File: src/rtl/mem_arb_pkg.sv
// Shared types and constants for the instruction/data memory port arbiter.
package mem_arb_pkg;

    typedef enum logic [1:0] {
        IDLE  = 2'd0,
        GNT_I = 2'd1,
        GNT_D = 2'd2,
        RESP  = 2'd3
    } arb_state_e;

    typedef enum logic {
        GRANT_I = 1'b0,
        GRANT_D = 1'b1
    } grant_e;

    localparam int DEF_ADDR_W = 32;
    localparam int DEF_DATA_W = 32;

    localparam logic [31:0] ABORT_DATA = 32'hDEADBEEF;

endpackage

File: src/rtl/mem_arb_timeout.sv
// Access watchdog: counts granted cycles without mem_ack, flags expiry on the last allowed one.
module mem_arb_timeout #(
    parameter int TIMEOUT_CYCLES = 255
) (
    input  logic clk,
    input  logic rst_n,
    input  logic clr,
    input  logic en,
    output logic expire
);

    localparam int CNT_W = $clog2(TIMEOUT_CYCLES + 1);

    logic [CNT_W-1:0] cnt;

    always_ff @(posedge clk or negedge rst_n) begin
        if (!rst_n) begin
            cnt <= '0;
        end else if (clr) begin
            cnt <= '0;
        end else if (en) begin
            cnt <= cnt + CNT_W'(1);
        end
    end

    // The cycle that would bring the count to TIMEOUT_CYCLES is the abort cycle.
    assign expire = en && (cnt == CNT_W'(TIMEOUT_CYCLES - 1));

endmodule

File: src/rtl/mem_port_arbiter.sv
// Single-port memory arbiter for fetch and data requesters with alternating priority.
// Optional access watchdog enabled by defining MEM_ARB_TIMEOUT_EN.
module mem_port_arbiter
    import mem_arb_pkg::*;
#(
    parameter int ADDR_W         = DEF_ADDR_W,
    parameter int DATA_W         = DEF_DATA_W,
    parameter int TIMEOUT_CYCLES = 255
) (
    input  logic              clk,
    input  logic              rst_n,
    input  logic              if_req,
    input  logic [ADDR_W-1:0] if_addr,
    output logic [DATA_W-1:0] if_rdata,
    output logic              if_valid,
    input  logic              d_req,
    input  logic              d_we,
    input  logic [ADDR_W-1:0] d_addr,
    input  logic [DATA_W-1:0] d_wdata,
    output logic [DATA_W-1:0] d_rdata,
    output logic              d_valid,
    output logic              mem_req,
    output logic              mem_we,
    output logic [ADDR_W-1:0] mem_addr,
    output logic [DATA_W-1:0] mem_wdata,
    input  logic [DATA_W-1:0] mem_rdata,
    input  logic              mem_ack,
    output logic              stall_f,
    output logic              stall_m,
    output logic              timeout_err
);

    localparam logic [DATA_W-1:0] ABORT_WORD = DATA_W'(ABORT_DATA);

    arb_state_e state, state_nxt;
    grant_e     last_grant;
    logic       granted;
    logic       expire;

    assign granted = (state == GNT_I) || (state == GNT_D);

    always_comb begin
        state_nxt = state;
        case (state)
            IDLE: begin
                // On contention the requester that did not win last time goes first.
                if (d_req && (!if_req || last_grant == GRANT_I)) begin
                    state_nxt = GNT_D;
                end else if (if_req) begin
                    state_nxt = GNT_I;
                end
            end
            GNT_I, GNT_D: begin
                if (mem_ack || expire) begin
                    state_nxt = RESP;
                end
            end
            RESP:    state_nxt = IDLE;
            default: state_nxt = IDLE;
        endcase
    end

    always_ff @(posedge clk or negedge rst_n) begin
        if (!rst_n) begin
            state      <= IDLE;
            last_grant <= GRANT_I;
            mem_we     <= 1'b0;
            mem_addr   <= '0;
            mem_wdata  <= '0;
            if_rdata   <= '0;
            d_rdata    <= '0;
        end else begin
            state <= state_nxt;
            if (state == IDLE && state_nxt == GNT_I) begin
                last_grant <= GRANT_I;
                mem_we     <= 1'b0;
                mem_addr   <= if_addr;
                mem_wdata  <= '0;
            end
            if (state == IDLE && state_nxt == GNT_D) begin
                last_grant <= GRANT_D;
                mem_we     <= d_we;
                mem_addr   <= d_addr;
                mem_wdata  <= d_wdata;
            end
            if (granted) begin
                if (mem_ack) begin
                    if (state == GNT_I) begin
                        if_rdata <= mem_rdata;
                    end else if (!mem_we) begin
                        d_rdata <= mem_rdata;
                    end
                end else if (expire) begin
                    if (state == GNT_I) begin
                        if_rdata <= ABORT_WORD;
                    end else begin
                        d_rdata <= ABORT_WORD;
                    end
                end
            end
        end
    end

    assign mem_req  = granted;
    assign if_valid = (state == RESP) && (last_grant == GRANT_I);
    assign d_valid  = (state == RESP) && (last_grant == GRANT_D);
    assign stall_f  = if_req & ~if_valid;
    assign stall_m  = d_req & ~d_valid;

`ifdef MEM_ARB_TIMEOUT_EN
    logic grant_edge;

    assign grant_edge = (state == IDLE) && (state_nxt != IDLE);

    mem_arb_timeout #(
        .TIMEOUT_CYCLES(TIMEOUT_CYCLES)
    ) u_timeout (
        .clk   (clk),
        .rst_n (rst_n),
        .clr   (grant_edge),
        .en    (granted && !mem_ack),
        .expire(expire)
    );

    always_ff @(posedge clk or negedge rst_n) begin
        if (!rst_n) begin
            timeout_err <= 1'b0;
        end else if (expire) begin
            timeout_err <= 1'b1;
        end
    end
`else
    assign expire      = 1'b0;
    assign timeout_err = 1'b0;
`endif

endmodule

File: config.mk
export PLATFORM = sky130hd
export DESIGN_NAME = mem_port_arbiter
export DESIGN_NICKNAME = d
export VERILOG_FILES = /design/src/rtl/mem_arb_pkg.sv /design/src/rtl/mem_arb_timeout.sv /design/src/rtl/mem_port_arbiter.sv
export SDC_FILE = /design/constraint.sdc
export NUM_CORES = 1
export LEC_CHECK = 0
export ABC_AREA = 0
export CAP_MARGIN = 20
export CORE_MARGIN = 4
export CORE_UTILIZATION = 41
export DETAILED_ROUTE_END_ITERATION = 8
export HOLD_SLACK_MARGIN = 0.02
export PLACE_DENSITY_LB_ADDON = 0.3
export SLEW_MARGIN = 20
export SYNTH_ARGS = -nofsm -noshare
export SYNTH_HDL_FRONTEND = slang
export SYNTH_SLANG_ARGS = --single-unit
File: constraint.sdc
create_clock -name clk -period 2.5 [get_ports clk]
set_input_delay 0.75 -clock clk [delete_from_list [all_inputs] [get_ports clk]]
set_output_delay 0.75 -clock clk [all_outputs]
set_load 0.01 [all_outputs]
==> impl_metrics.sql <==
INSERT INTO impl_metrics (metric_group, metric, value, unit) VALUES
('status', 'result_of_the_run', 'finished clean', ''),
('sta', 'totalNegativeSetupSlack', '0', 'ps'),
('layout', 'num_antenna_cells', '0', ''),
('drt', 'postRouteAntennaNets', '0', ''),
('sta', 'fin_skew', '5.29', 'ps'),
('sta', 'drv_slew', '0', ''),
('cts', 'clock_transition_time_at_the_flip_flop_clock_pins_of_the_worst_setup_and_hold_paths', '60', 'ps'),
('layout', 'regArea', '3310', 'µm²'),
('cts', 'root_buffer', 'clkbuf_16', ''),
('floorplan', 'die_height', '124', 'µm'),
('pwr', 'leakage', '3.84', 'nW'),
('yosys', 'post_synth_instance_area', '5510', 'µm²'),
('floorplan', 'die_x', '124', 'µm'),
('layout', 'final_util', '0.686', ''),
('critical_path', 'critical_path.n_buffers_inverters', '2', ''),
('critical_path', 'crit_path_max_incr_delay', '480', 'ps'),
('place', 'detailed_place_hpwl', '11.2', 'mm'),
('sta', 'finalWorstPathRequiredPeriod', '2430', 'ps'),
('layout', 'layout_commonest_cell', 'clkdlybuf4s50_1', ''),
('cts', 'hold_buffers', '0', ''),
('place', 'dp_cells', '816', ''),
('sta', 'finalHoldViolCount', '0', ''),
('layout', 'instances_no_fill', '846', ''),
('yosys', 'syn_inst', '388', ''),
('sta', 'max_slew_margin', '0.294', ''),
('yosys', 'synthesis.nets', '525', ''),
('cts', 'numCtsBuffers', '17', ''),
('floorplan', 'io_pins', '269', ''),
('cts', 'clock_path_buffers', '2', ''),
('critical_path', 'critical_path.endpoint_type', 'primary output', ''),
('yosys', 'ys.warnings.count', '0', ''),
('yosys', 'synthDominantAreaCellType', 'dfrtp_1', ''),
('sta', 'peak_clock_frequency_supported_by_timing', '411', 'MHz'),
('min_path', 'min-delay-path-class', 'in -> async', ''),
('floorplan', 'die_area', '15400', 'µm²'),
('pwr', 'worst_ir_drop_vdd', '0.871', 'mV'),
('drt', 'wl', '15.5', 'mm'),
('layout', 'mostFrequentLayoutCells', 'clkdlybuf4s50_1 (260), dfrtp_1 (130), mux2_2 (58)', ''),
('grt', 'grt_start_max_net_pins', '50', ''),
('critical_path', 'critical_path_class', 'in -> out', ''),
('job', 'drv.max_cap_violation_count', '0', ''),
('grt', 'first_global_vias', '4657', ''),
('yosys', 'ys_types', '34', ''),
('yosys', 'yosysSeqAreaShare', '0.599', ''),
('sta', 'final.setup.worst_slack', '67.0', 'ps'),
('pwr', 'power_density', '1400', 'nW/µm²'),
('grt', 'wire_length_of_the_first_global_routing_pass', '23.7', 'mm'),
('drt', 'detail_route.wl_per_cell', '18.3', 'µm'),
('cts', 'clkSinkCount', '132', ''),
('layout', 'filler_cell_count', '962', ''),
('yosys', 'avgSynthCellArea', '14.2', 'µm²'),
('yosys', 'synth_largest_type_area_fraction', '0.599', ''),
('layout', 'drive_gt1_frac', '0.225', ''),
('cts', 'cts_tree', 'yes', ''),
('cts', 'post-cts-setup-buffer-count', '0', ''),
('place', 'buffer_ports.inserted', '267', ''),
('yosys', 'synth_top_cells_by_area', 'dfrtp_1 (60%), mux2_2 (12%), a2bb2oi_2 (5.4%), a22o_1 (5.2%), a21oi_2 (3.2%)', ''),
('floorplan', 'core', '13200', 'µm²'),
('drt', 'vias', '4320', ''),
('sta', 'setup_repair_after_global_routing_missed_its_margin', 'no', ''),
('cts', 'clk-insertion-delay-late', '410', 'ps'),
('floorplan', 'fp-row-count', '42', ''),
('drt', 'drtPass1Iterations', '5', ''),
('floorplan', 'floorplan.initialDensity', '0.418', ''),
('critical_path', 'cp_max_fo', '2', ''),
('drt', 'drc_markers', '0', ''),
('grt', 'grt_overflow', '0', ''),
('sta', 'finalSetupViolations', '0', ''),
('layout', 'area_growth_syn_to_layout', '64.1', '%'),
('yosys', 'synth-seq-cells', '132', ''),
('sta', 'period_share', '0.973', '');
cell usage after synthesis:
cell type and number:
buf_6 4, a21boi_2 1, mux2_1 6, clkbuf_1 2, nor3_2 1, a22o_1 33, buf_8 2, nand2b_1 1
o211ai_1 1, a21o_1 1, nor2b_1 3, o21ai_0 7, a21oi_2 20, nor2_4 1, nor2_1 2, buf_2 14
inv_1 3, nor3_1 1, o21a_2 1, a21oi_1 13, buf_4 5, mux2_2 58, xor2_1 1, o21ai_2 1
o31ai_2 1, a2bb2oi_1 12, and2_1 1, ha_1 3, nand3_1 1, a2bb2oi_2 20, nor3b_2 1, nand2_1 34
dfrtp_1 132, conb_1 1
stage by stage:
step | cell area (µm²) | power [mW]
after CTS | 9040 | 12.9
after global routing | 9050 | 13.4
after floorplan | 5510 | 7.03
after detailed placement | 8400 | 10.1
final | 9050 | 12.7
after global placement | 8400 | 9.93
sequential cells by signal, summed over array words and instances (netlist names):
register,cells
mem_we,1
state,2
last_grant,1
d_rdata,32
mem_wdata,32
mem_addr,32
if_rdata,32
final timing paths:
kind / endpoint / slack [ps] / cells past startpoint
worst max-delay path: stall_f / 70 / 3
worst min-delay path: mem_addr[12] / 250 / 1
worst max register to register: mem_addr[25] / 240 / 5
max in group asynchronous: mem_addr[13] / 1590 / 2
min in group clk: d_rdata[1] / 490 / 1
worst min register to register: d_rdata[1] / 490 / 1
timing repair:
action	in CTS	in global routing
endpoints found under the setup margin	5	1
hold endpoints to repair	0	0
resized for setup	9	1
power by group:
group | switching [mW] | leakage [nW] | internal, mW | total [mW]
logic | 2.56 | 1.94 | 3.60 | 6.16
registers | 0.640 | 1.59 | 3.24 | 3.88
clock network | 0.873 | 0.314 | 1.79 | 2.66
routing by layer:
layer | vias to the layer above | global-route usage | routed length [µm]
met2 | 189 | 0.353 | 8090
li1 | 1952 | - | -
met5 | - | 0 | 0
met3 | 43 | 0.0536 | 1110
met4 | 0 | 0.102 | 550
met1 | 2136 | 0.222 | 5730
layout make-up:
type	count	area share
clock inverter	8	0.0162
clock buffer	22	0.0546
inverter	3	0.00124
sequential	132	0.365
multi-input combinational	226	0.224
timing repair buffer	279	0.315
tap	176	0.0243
kinds of logic (layout without fill, tap and decap cells):
kind of cell               after synthesis  in the layout  synth area share
DFF                                    132            132             0.599
AOI/OAI and AO/OA                      111            111             0.186
muxes                                   64             64             0.131
and+or+nand+nor                         46             46            0.0381
buffers and inverters                   30            312            0.0366
adders and majority gates                3              3           0.00681
other                                    1              1          0.000680
xor gates and xnor gates                 1              1           0.00159
No activity file was read; power rests on OpenSTA's default activity.
